## src/rtl/logical_arb.sv

```systemverilog
// Two-requester round-robin front end for a shared combinational logical unit.
// One operation in flight: grant, execute, then hold the response until accepted.
module logical_arb #(
    parameter int unsigned TAG_W = 4,
    parameter int unsigned NREQ  = 2
) (
    input  logic             clk_i,
    input  logic             rst_n_i,
    input  logic             flush_i,
    input  logic [NREQ-1:0]  req_valid_i,
    output logic [NREQ-1:0]  req_ready_o,
    input  logic [3:0]       req0_funct_i,
    input  logic [3:0]       req1_funct_i,
    input  logic [31:0]      req0_op1_i,
    input  logic [31:0]      req0_op2_i,
    input  logic [31:0]      req1_op1_i,
    input  logic [31:0]      req1_op2_i,
    input  logic [TAG_W-1:0] req0_tag_i,
    input  logic [TAG_W-1:0] req1_tag_i,
    output logic [3:0]       lu_funct_o,
    output logic [31:0]      lu_op1_o,
    output logic [31:0]      lu_op2_o,
    input  logic [31:0]      lu_res_i,
    output logic [NREQ-1:0]  rsp_valid_o,
    input  logic [NREQ-1:0]  rsp_ready_i,
    output logic [31:0]      rsp_data_o,
    output logic [TAG_W-1:0] rsp_tag_o,
    output logic             rsp_err_o
);

    typedef enum logic [1:0] {
        IDLE,
        EXEC,
        HOLD
    } state_e;

    state_e           state_q, state_d;
    logic             ptr_q, ptr_d;
    logic             owner_q, owner_d;
    logic             err_q, err_d;
    logic [3:0]       funct_q, funct_d;
    logic [31:0]      op1_q, op1_d;
    logic [31:0]      op2_q, op2_d;
    logic [31:0]      res_q, res_d;
    logic [TAG_W-1:0] tag_q, tag_d;

    logic             win;
    logic             sel_illegal;
    logic [3:0]       sel_funct;
    logic [31:0]      sel_op1;
    logic [31:0]      sel_op2;
    logic [TAG_W-1:0] sel_tag;

    // With both requesters valid the pointer decides; otherwise the lone valid one wins.
    always_comb begin
        win       = (&req_valid_i) ? ptr_q : req_valid_i[1];
        sel_funct = win ? req1_funct_i : req0_funct_i;
        sel_op1   = win ? req1_op1_i   : req0_op1_i;
        sel_op2   = win ? req1_op2_i   : req0_op2_i;
        sel_tag   = win ? req1_tag_i   : req0_tag_i;
        case (sel_funct)
            4'h2, 4'h3, 4'h4, 4'h6, 4'h7: sel_illegal = 1'b0;
            default:                      sel_illegal = 1'b1;
        endcase
    end

    always_comb begin
        state_d     = state_q;
        ptr_d       = ptr_q;
        owner_d     = owner_q;
        err_d       = err_q;
        funct_d     = funct_q;
        op1_d       = op1_q;
        op2_d       = op2_q;
        res_d       = res_q;
        tag_d       = tag_q;
        req_ready_o = '0;
        rsp_valid_o = '0;
        case (state_q)
            IDLE: begin
                if (!flush_i && (|req_valid_i)) begin
                    req_ready_o[win] = 1'b1;
                    owner_d          = win;
                    ptr_d            = ~win;
                    err_d            = sel_illegal;
                    funct_d          = sel_illegal ? 4'h4 : sel_funct;
                    op1_d            = sel_op1;
                    op2_d            = sel_op2;
                    tag_d            = sel_tag;
                    state_d          = EXEC;
                end
            end
            EXEC: begin
                if (flush_i) begin
                    state_d = IDLE;
                end else begin
                    res_d   = err_q ? '0 : lu_res_i;
                    state_d = HOLD;
                end
            end
            HOLD: begin
                if (flush_i) begin
                    state_d = IDLE;
                end else begin
                    rsp_valid_o[owner_q] = 1'b1;
                    if (rsp_ready_i[owner_q]) begin
                        state_d = IDLE;
                    end
                end
            end
            default: state_d = IDLE;
        endcase
    end

    always_ff @(posedge clk_i or negedge rst_n_i) begin
        if (!rst_n_i) begin
            state_q <= IDLE;
            ptr_q   <= 1'b0;
            owner_q <= 1'b0;
            err_q   <= 1'b0;
            funct_q <= '0;
            op1_q   <= '0;
            op2_q   <= '0;
            res_q   <= '0;
            tag_q   <= '0;
        end else begin
            state_q <= state_d;
            ptr_q   <= ptr_d;
            owner_q <= owner_d;
            err_q   <= err_d;
            funct_q <= funct_d;
            op1_q   <= op1_d;
            op2_q   <= op2_d;
            res_q   <= res_d;
            tag_q   <= tag_d;
        end
    end

    assign lu_funct_o = funct_q;
    assign lu_op1_o   = op1_q;
    assign lu_op2_o   = op2_q;
    assign rsp_data_o = res_q;
    assign rsp_tag_o  = tag_q;
    assign rsp_err_o  = err_q;

endmodule

```

## config.mk

```make
export PLATFORM = sky130hd
export DESIGN_NAME = logical_arb
export DESIGN_NICKNAME = d
export VERILOG_FILES = /design/src/rtl/logical_arb.sv
export SDC_FILE = /design/constraint.sdc
export NUM_CORES = 1
export LEC_CHECK = 0
export CAP_MARGIN = 20
export CORE_MARGIN = 2
export CORE_UTILIZATION = 42
export CTS_BUF_LIST = sky130_fd_sc_hd__clkbuf_8
export CTS_CLUSTER_SIZE = 8
export DETAILED_ROUTE_END_ITERATION = 10
export GPL_TIMING_DRIVEN = 1
export PLACE_DENSITY = 0.95
export SYNTH_ARGS = -nofsm -noshare
export SYNTH_HDL_FRONTEND = slang
export SYNTH_SLANG_ARGS = --single-unit
```

## constraint.sdc

```tcl
create_clock -name clk_i -period 2.9 [get_ports clk_i]
set_clock_uncertainty 0.1 [all_clocks]
set_input_delay 0.58 -clock clk_i [delete_from_list [all_inputs] [get_ports clk_i]]
set_output_delay 0.58 -clock clk_i [all_outputs]
set_load 0.01 [all_outputs]
```

; ---- Yosys cells after proc, flatten, opt, wreduce, memory -nomap -nowiden
; Cells that the tools add are included.
[word_totals]
reg_bits = 109
latchBits = 0
ramBits = 0
romBits = 0
input_bits = 183
output_inout_bits = 109
elab_cells = 58
memories = 0
[op_classes]
addsub = 0
mul = 0
div_mod_pow = 0
magnitude_cmp = 4
n_eq_ne = 9
shifts = 0
n_mux = 23
bitwise = 2
n_reduce_logical = 11
[op_table]
columns = cell, count
row1 = $mux 32, 3
row2 = $mux 2, 8
row3 = $eq 4x3->1 const B, 3
row4 = $mux 4, 3
row5 = $eq 4x2->1 const B, 2
row6 = $reduce_and 2->1, 4
row7 = $mux 1, 6
row8 = $pmux 2 s3, 1
row9 = $reduce_or 5->1, 1
row10 = $lt 1x2->1 const B, 2
row11 = $logic_and 1x1->1, 3
row12 = $ne 3x3->1 const B, 1
row13 = $demux 1 s1, 2
row14 = $eq 2x1->1 const B, 1
row15 = $eq 2x2->1 const B, 1
row16 = $ge 1x1->1 const B, 2
row17 = $logic_not 2->1, 1
row18 = $ne 2x2->1 const B, 1
row19 = $not 1->1, 2
row20 = $reduce_or 2->1, 1
row21 = $logic_not 1->1, 1

; ---- Depth between registers and ports, before layout
; Gate-level depths: netlist (run 1).
[logic_depth]
depth_word = 8
depth_mapped = 5
ltp_nobuf = 4

; ---- Worst setup path before layout (run 1)
; OpenSTA, ideal clock, no wires.
[synth_path]
path_type = input-to-output
from = in flush_i
to = out req_ready_o[0]
arrival_ps = 1117
required_ps = 2220
path_slack_ps = 1103
path_stages = 3
path_buffers = 0
cell_sequence = nor3_2 > nand2_1 > a21oi_1
[synth_between]
elab_chain_cells = 4
[synth_lines]
columns = element, line_no
row1 = "start, declared", 9  ; input logic flush_i,
row2 = $logic_not 1->1, 81  ; if (!flush_i && (|req_valid_i)) begin
row3 = $logic_and 1x1->1, 81
row4 = $mux 2, 81
row5 = $mux 2, 79  ; case (state_q)
row6 = "end, declared", 11  ; output logic [NREQ-1:0] req_ready_o,
; No other way between the ends.

; ---- Final worst setup path (run 1)
[layout_path]
from = in flush_i
to = out req_ready_o[1]
; The elaborated chain is that of the path after synthesis.

==> results of run 1 <==
==> kinds of logic after synthesis <==
| logic type | after synthesis |
|---|---|
| AO/OA/AOI/OAI | 253 |
| AND/OR/NAND/NOR | 153 |
| flip-flops | 109 |
| buffers and inverters | 69 |
==> worst max path at each step <==
stage / slack, ps / end / depth (start not counted)
6_report: 110 / req_ready_o[1] / 4
5_1_grt: 40 / req_ready_o[1] / 4
4_1_cts: 90 / rsp_valid_o[0] / 5
3_5_place_dp: 100 / rsp_valid_o[0] / 5
3_3_place_gp: 140 / rsp_valid_o[0] / 5
2_1_floorplan: 1100 / req_ready_o[0] / 3
==> placed cells by master, fill, tap and decap left out, types with 4 or more instances in the layout <==
| master | count |
|---|---|
| buf_4 | 14 |
| nand2_1 | 34 |
| nor2b_1 | 4 |
| inv_1 | 4 |
| dfrtp_1 | 109 |
| nand2b_1 | 32 |
| clkbuf_8 | 9 |
| o21ai_0 | 69 |
| o21ai_1 | 15 |
| buf_12 | 4 |
| clkdlybuf4s50_1 | 289 |
| o21ai_2 | 17 |
| nand3_1 | 69 |
| a21oi_1 | 72 |
| a31oi_1 | 70 |
==> critical path, stage by stage <==
cell,delay [ps]
clkdlybuf4s50_1,490
nor3_4,250
and3_1,240
clkdlybuf4s50_1,550
==> sequential cells by signal, summed over array words and instances (netlist names), 2 cells and up <==
register,flops
state_q,2
rsp_tag_o,4
rsp_data_o,32
lu_op1_o,32
lu_funct_o,4
lu_op2_o,32
==> stage by stage <==
stage               util, %  cell area (um2)  worst slack [ps]
floorplan                 -             5320              1100
global route           68.3             8510              41.0
CTS                    68.3             8510              90.1
finish                 68.3             8510               113
global placement       66.6             8300               139
detailed placement     66.6             8300              95.2
==> power breakdown <==
part / internal [W] / total (W) / switching [W] / leakage (nW)
registers: 0.00193 / 0.00218 / 0.000248 / 1.28
logic: 0.00126 / 0.00230 / 0.00104 / 1.94
clock network: 0.000403 / 0.000942 / 0.000538 / 0.0972
total: 0.00360 / 0.00542 / 0.00183 / 3.32
==> what timing repair did <==
action                     in CTS  in global routing
setup endpoints to repair       0                  1
hold buffers                    1                  0
resized for setup               0                  1
hold endpoints to repair       12                  0
==> layer usage <==
layer	vias to the layer above	routed length, um	GRT usage, %
li1	2632	-	-
met1	2768	6930	32.9
met2	356	9300	44.2
met3	50	1830	7.27
met4	0	646	10.2
met5	-	0	0
==> final cells by class <==
cell class | count | area, um2 | share of cell area, %
timing repair buffer | 309 | 3090 | 36.3
multi-input combinational | 406 | 2260 | 26.5
tap | 172 | 215 | 2.53
clock inverter | 7 | 75.1 | 0.882
sequential | 109 | 2730 | 32.0
inverter | 5 | 18.8 | 0.221
clock buffer | 9 | 124 | 1.46
==> summary.md, run 1 <==
| Metric | Value |
|---|---|
| Status | `complete, no violations` |
| Vias after detailed routing | `~5,800` |
| Endpoint class of the critical path | `primary output` |
| WHS Path Cells | `2` |
| Share of cells above drive strength 1 | `7.22%` |
| FFs w/ async S/R, synth | `100%` |
| Largest family of logic cells by synthesized area | `compound AO/OA/AOI/OAI gates` |
| Detail Route Antenna Nets | `0` |
| Slew margin rel. | `between 40% and 50%` |
| H-tree depth | `3` |
| Final Max Slew Viols | `0` |
| Post-synth EDFFs | `0` |
| CTS Buffer Depth | `2` |
| Seq/Total Area, Yosys | `about half` |
| Top-Level Pins | `292` |
| Lkg Pwr | `between 3 and 4 nW` |
| Final Cycle Share | `96.1%` |
| Drt drc | `0` |
| Req. time, crit path | `2220 ps` |
| Clk pin slew, worst setup/hold paths | `90 ps` |
| Reg2Reg Setup Slack | `between 800 and 900 ps` |
| Final Hold Fails | `0` |
| Multiplexer share of the synthesized area | `0%` |
| Fillers | `just under 1,000` |
| RR Endpoint | `rsp_err_o$_DFFE_PN0P_` |
| Worst reg2reg startpoint | `state_q[1]$_DFFE_PN0P_` |
| Post-Syn Instances | `584` |
| Syn_nets | `about 770` |
| Mapped cell area | `~5300 um2` |
| Hold slack final | `slightly below 400 ps` |
| Hold crit path type | `flip-flop to flip-flop` |
| Number of CTS-inserted buffers | `9` |
| Setup TNS | `0 ps` |
| Final Instance Count excl. Fillers | `1,017` |
| CTS Root Cell | `clkbuf_8` |
| PwrDens | `between 600 and 700 nW/um2` |
| Area growth, synth to finish | `60.1%` |
| Worst skew pair latency | `between 300 and 400 ps` |
| Setup violators final | `0` |
| Post-Syn Area per Cell | `9.10 um2` |
| CTS sink cnt | `around 110` |
| Number of antenna diodes | `0` |
| Placed cell count | `around 1,000` |
| Setup crit start | `flush_i` |
| Post-Route WL | `18.7 mm` |
| Post-synth top area share | `a little over 50%` |
| Die outline area | `~14,000 um2` |
| Die Height | `about 120 um` |
| Port Buffers | `approximately 290` |
| Vias in the first global route | `around 5,300` |
| Core Area | `about 12,000 um2` |
| Initial antenna violation count | `0` |
| Row count | `a little over 40` |
| Startpoint of the worst hold path | `rsp_data_o[23]$_DFFE_PN0P_` |
| Yosys reg bits | `about 110` |
| Top cells by count, synth | `109 x dfrtp_1, 72 x a21oi_1, 70 x a31oi_1` |
| Layout Nets | `around 1,000` |
| CP Class | `primary input to primary output` |
| Post-DP HPWL | `around 13 mm` |
| Largest net degree at the start of global routing | `74` |
| Routability cong. | `between 0.8 and 0.9` |
| Overall global routing resource usage | `roughly a quarter` |
| Post-synthesis compound-gate area fraction | `between 20% and 30%` |
| Post-Synth XOR/XNOR Area | `0%` |
| Drt pass-1 iters | `5` |
| TritonCTS clock tree | `yes` |
| Post-Synth Adder-Cell Area | `0%` |
| WL/cell | `around 18 um` |
| Total of max-cap violations | `0` |
| Critical Path AT | `2110 ps` |
| Via/cell ratio | `5.71` |
| Setup bufs post-CTS | `0` |
| Die Wd | `~120 um` |
| Initial Util | `a little over two fifths` |
| Startpoint Class | `primary input` |
| Warnings from Yosys | `0` |
| First-pass GRT wire length | `28.0 mm` |
| FMAX | `between 300 and 400 MHz` |
| Maximum VDD drop | `~0.00028 V` |
| Most common cell in the synthesized netlist | `dfrtp_1` |
| RSZ-0062 raised after global routing | `no` |
| 1st-iter DRT viols | `around 540` |
| Crit Path Max Fanout | `3` |
| R2R cell count | `4` |
| GRT overflow | `0` |
| Hold endpoint | `rsp_data_o[23]$_DFFE_PN0P_` |
| Top cells by area, synth | `dfrtp_1 51%, a31oi_1 8.2%, a21oi_1 6.8%, nand3_1 6.5%, o21ai_0 6.5%` |
| Tmin final | `2790 ps` |
| Most used DFF post-synth | `dfrtp_1` |
| Worst slew pin tran | `a little over 800 ps` |
| Distinct cells, synth | `32` |
| Power after layout | `0.00542 W` |
| Simple-gate share of the synthesized area | `between 10% and 20%` |
| Largest area contributor in the netlist | `dfrtp_1` |
No activity file was read; power rests on OpenSTA's default activity.
==> inputs of run 2 (changes only) <==
Settings changed: CORE_UTILIZATION 42 to 36, PLACE_DENSITY 0.95 to 0.88.
Clock period 2.9 ns to 2.3 ns, I/O delays scaled along.
==> summary.md, run 2 (synthesis results as in run 1) <==
| Metric | Value |
|---|---|
| Lkg Pwr | `3.41 nW (+2.7%)` |
| Met1 Use GR | `28.2% (-4.7 points)` |
| Crit Path Max Fanout | `3 (unchanged)` |
| Routability cong. | `0.802 (-1.1%)` |
| Via/cell ratio | `5.44 (-4.7%)` |
| Worst slew pin tran | `466 ps (-360 ps)` |
| Die outline area | `15,800 um2 (+16%)` |
| Setup WS post-layout | `110 ps (-2.75 ps)` |
| Post-DP HPWL | `13.5 mm (+2.1%)` |
| Clk pin slew, worst setup/hold paths | `110 ps (+20 ps)` |
| Core Area | `14,500 um2 (+16%)` |
| RSZ-0062 raised after global routing | `no` |
| Share of cells above drive strength 1 | `8.42% (+1.2 points)` |
| CTS Root Cell | `clkbuf_8` |
| First-pass GRT wire length | `29.6 mm (+5.6%)` |
| Final Hold Fails | `0 (unchanged)` |
| Sequential Area | `2730 um2 (unchanged)` |
| Top-Level Pins | `292 (unchanged)` |
| CTS sink cnt | `109 (unchanged)` |
| Startpoint Class | `primary input` |
| Vias after detailed routing | `5,655 (-2.6%)` |
| Met2 usage | `40.0% (-4.2 points)` |
| Detail Route Antenna Nets | `0 (unchanged)` |
| Layout Nets | `1,033 (+0.98%)` |
| GRT overflow | `0 (unchanged)` |
| Req. time, crit path | `1740 ps (-480 ps)` |
| Slew margin rel. | `68.9% (+24 points)` |
| Most used routing layer | `met2` |
| Critical Path AT | `1630 ps (-480 ps)` |
| Maximum VDD drop | `0.000376 V (+34%)` |
| Drt drc | `0 (unchanged)` |
| Initial Util | `36.7% (-5.9 points)` |
| Area growth, synth to finish | `63.1%` |
| Worst skew pair latency | `370 ps (about the same)` |
| Hold crit path type | `flip-flop to flip-flop` |
| Largest net degree at the start of global routing | `62 (-16%)` |
| CTS Buffer Depth | `2 (unchanged)` |
| Most frequent cells in the layout | `284 x clkdlybuf4s50_1, 109 x dfrtp_1, 72 x a21oi_1` |
| Initial antenna violation count | `0 (unchanged)` |
| Row count | `44 (+7.3%)` |
| Setup violators final | `0 (unchanged)` |
| Status | `complete, no violations` |
| WL/cell | `18.0 um (-2.1%)` |
| Most common cell after layout, fill and taps aside | `clkdlybuf4s50_1` |
| TritonCTS clock tree | `yes` |
| 1st-iter DRT viols | `378 (-30%)` |
| Total of max-cap violations | `0 (unchanged)` |
| Drt pass-1 iters | `5 (unchanged)` |
| Number of CTS-inserted buffers | `9 (unchanged)` |
| Multi-input gate area | `2260 um2 (unchanged)` |
| FMAX | `between 400 and 500 MHz` |
| Final Cycle Share | `between 90% and 100%` |
| H-tree depth | `3 (unchanged)` |
| Post-Route WL | `18.7 mm (about the same)` |
| Fillers | `1,237 (+28%)` |
| Final core utilization | `59.9% (-8.4 points)` |
| CP Class | `primary input to primary output` |
| Tmin final | `~2200 ps` |
| PwrDens | `805 nW/um2 (+26%)` |
| Vias in the first global route | `5,629 (+5.5%)` |
| Port Buffers | `291 (unchanged)` |
| Placed inst area | `8430 um2 (+1.6%)` |
| Endpoint class of the critical path | `primary output` |
| Number of antenna diodes | `0 (unchanged)` |
| Final Max Slew Viols | `0 (unchanged)` |
| Die Height | `126 um (+7.7%)` |
| Hold slack final | `389 ps (+5.27 ps)` |
| Overall global routing resource usage | `23.5% (-3.1 points)` |
| Final Cell Area | `8670 um2 (+1.8%)` |
| Pre-CTS setup slack | `-222 ps (-317 ps)` |
| GR Util met3 | `6.55% (-0.72 points)` |
| Die Wd | `126 um (+7.7%)` |
run 2: cell count changes in the layout (fill, tap and decap cells not counted), sizes merged:
cell,delta
buf,+10
bufinv,+1
clkdlybuf4s50,-5
dlygate4sd2,+5
inv,-1
run 2: what timing repair did:
action,4_1_cts,5_1_grt
resized for setup,6,0
endpoints found under the hold margin,32,0
endpoints found under the setup margin,4,0
hold buffers,1,0
setup buffers,1,0
run 2: critical path, cell delays in order:
cell	delay [ps]
clkdlybuf4s50_1	460
or2_2	310
nand2_1	80
a21oi_1	40
dlygate4sd2_1	280
run 2: routing by layer:
metal / wire length, um / share of wire [%]
met1: 7030 / 38
met2: 9450 / 50
met3: 1700 / 9.1
met4: 536 / 2.9
met5: 0 / 0
run 2: metrics by stage:
| step | cells | power [W] | TNS [ps] |
|---|---|---|---|
| floorplan | 584 | 0.00395 | 0 |
| global placement | 1021 | 0.00563 | -722 |
| detailed placement | 1021 | 0.00572 | -852 |
| CTS | 1039 | 0.00703 | 0 |
| global route | 1039 | 0.00738 | 0 |
| finish | 1039 | 0.00697 | 0 |
run 2: final cells by class:
type                       count  share of cell area, %
tap                          184                   2.66
clock buffer                   9                   1.43
timing repair buffer         319                   37.1
sequential                   109                   31.5
multi-input combinational    406                   26.0
clock inverter                 7                   1.13
inverter                       5                  0.217
run 2: where the power goes:
| part | total (W) | switching (W) | internal, W |
|---|---|---|---|
| Clock | 0.00131 | 0.000693 | 0.000618 |
| Sequential | 0.00274 | 0.000303 | 0.00244 |
| Combinational | 0.00292 | 0.00130 | 0.00163 |
| Total | 0.00697 | 0.00230 | 0.00468 |
run 2: path summary, 6_finish.rpt:
path | startpoint | cells past startpoint | slack (ps) | end
max in group asynchronous | rst_n_i | 3 | 1000 | lu_funct_o[0]$_DFFE_PN0P_
min | rsp_data_o[29]$_DFFE_PN0P_ | 2 | 390 | rsp_data_o[29]$_DFFE_PN0P_
min in group asynchronous | rst_n_i | 2 | 470 | rsp_data_o[20]$_DFFE_PN0P_
min reg2reg | rsp_data_o[29]$_DFFE_PN0P_ | 2 | 390 | rsp_data_o[29]$_DFFE_PN0P_
max | req_valid_i[0] | 5 | 110 | req_ready_o[0]
max reg2reg | ptr_q$_DFFE_PN0P_ | 5 | 410 | lu_op2_o[10]$_DFFE_PN0P_
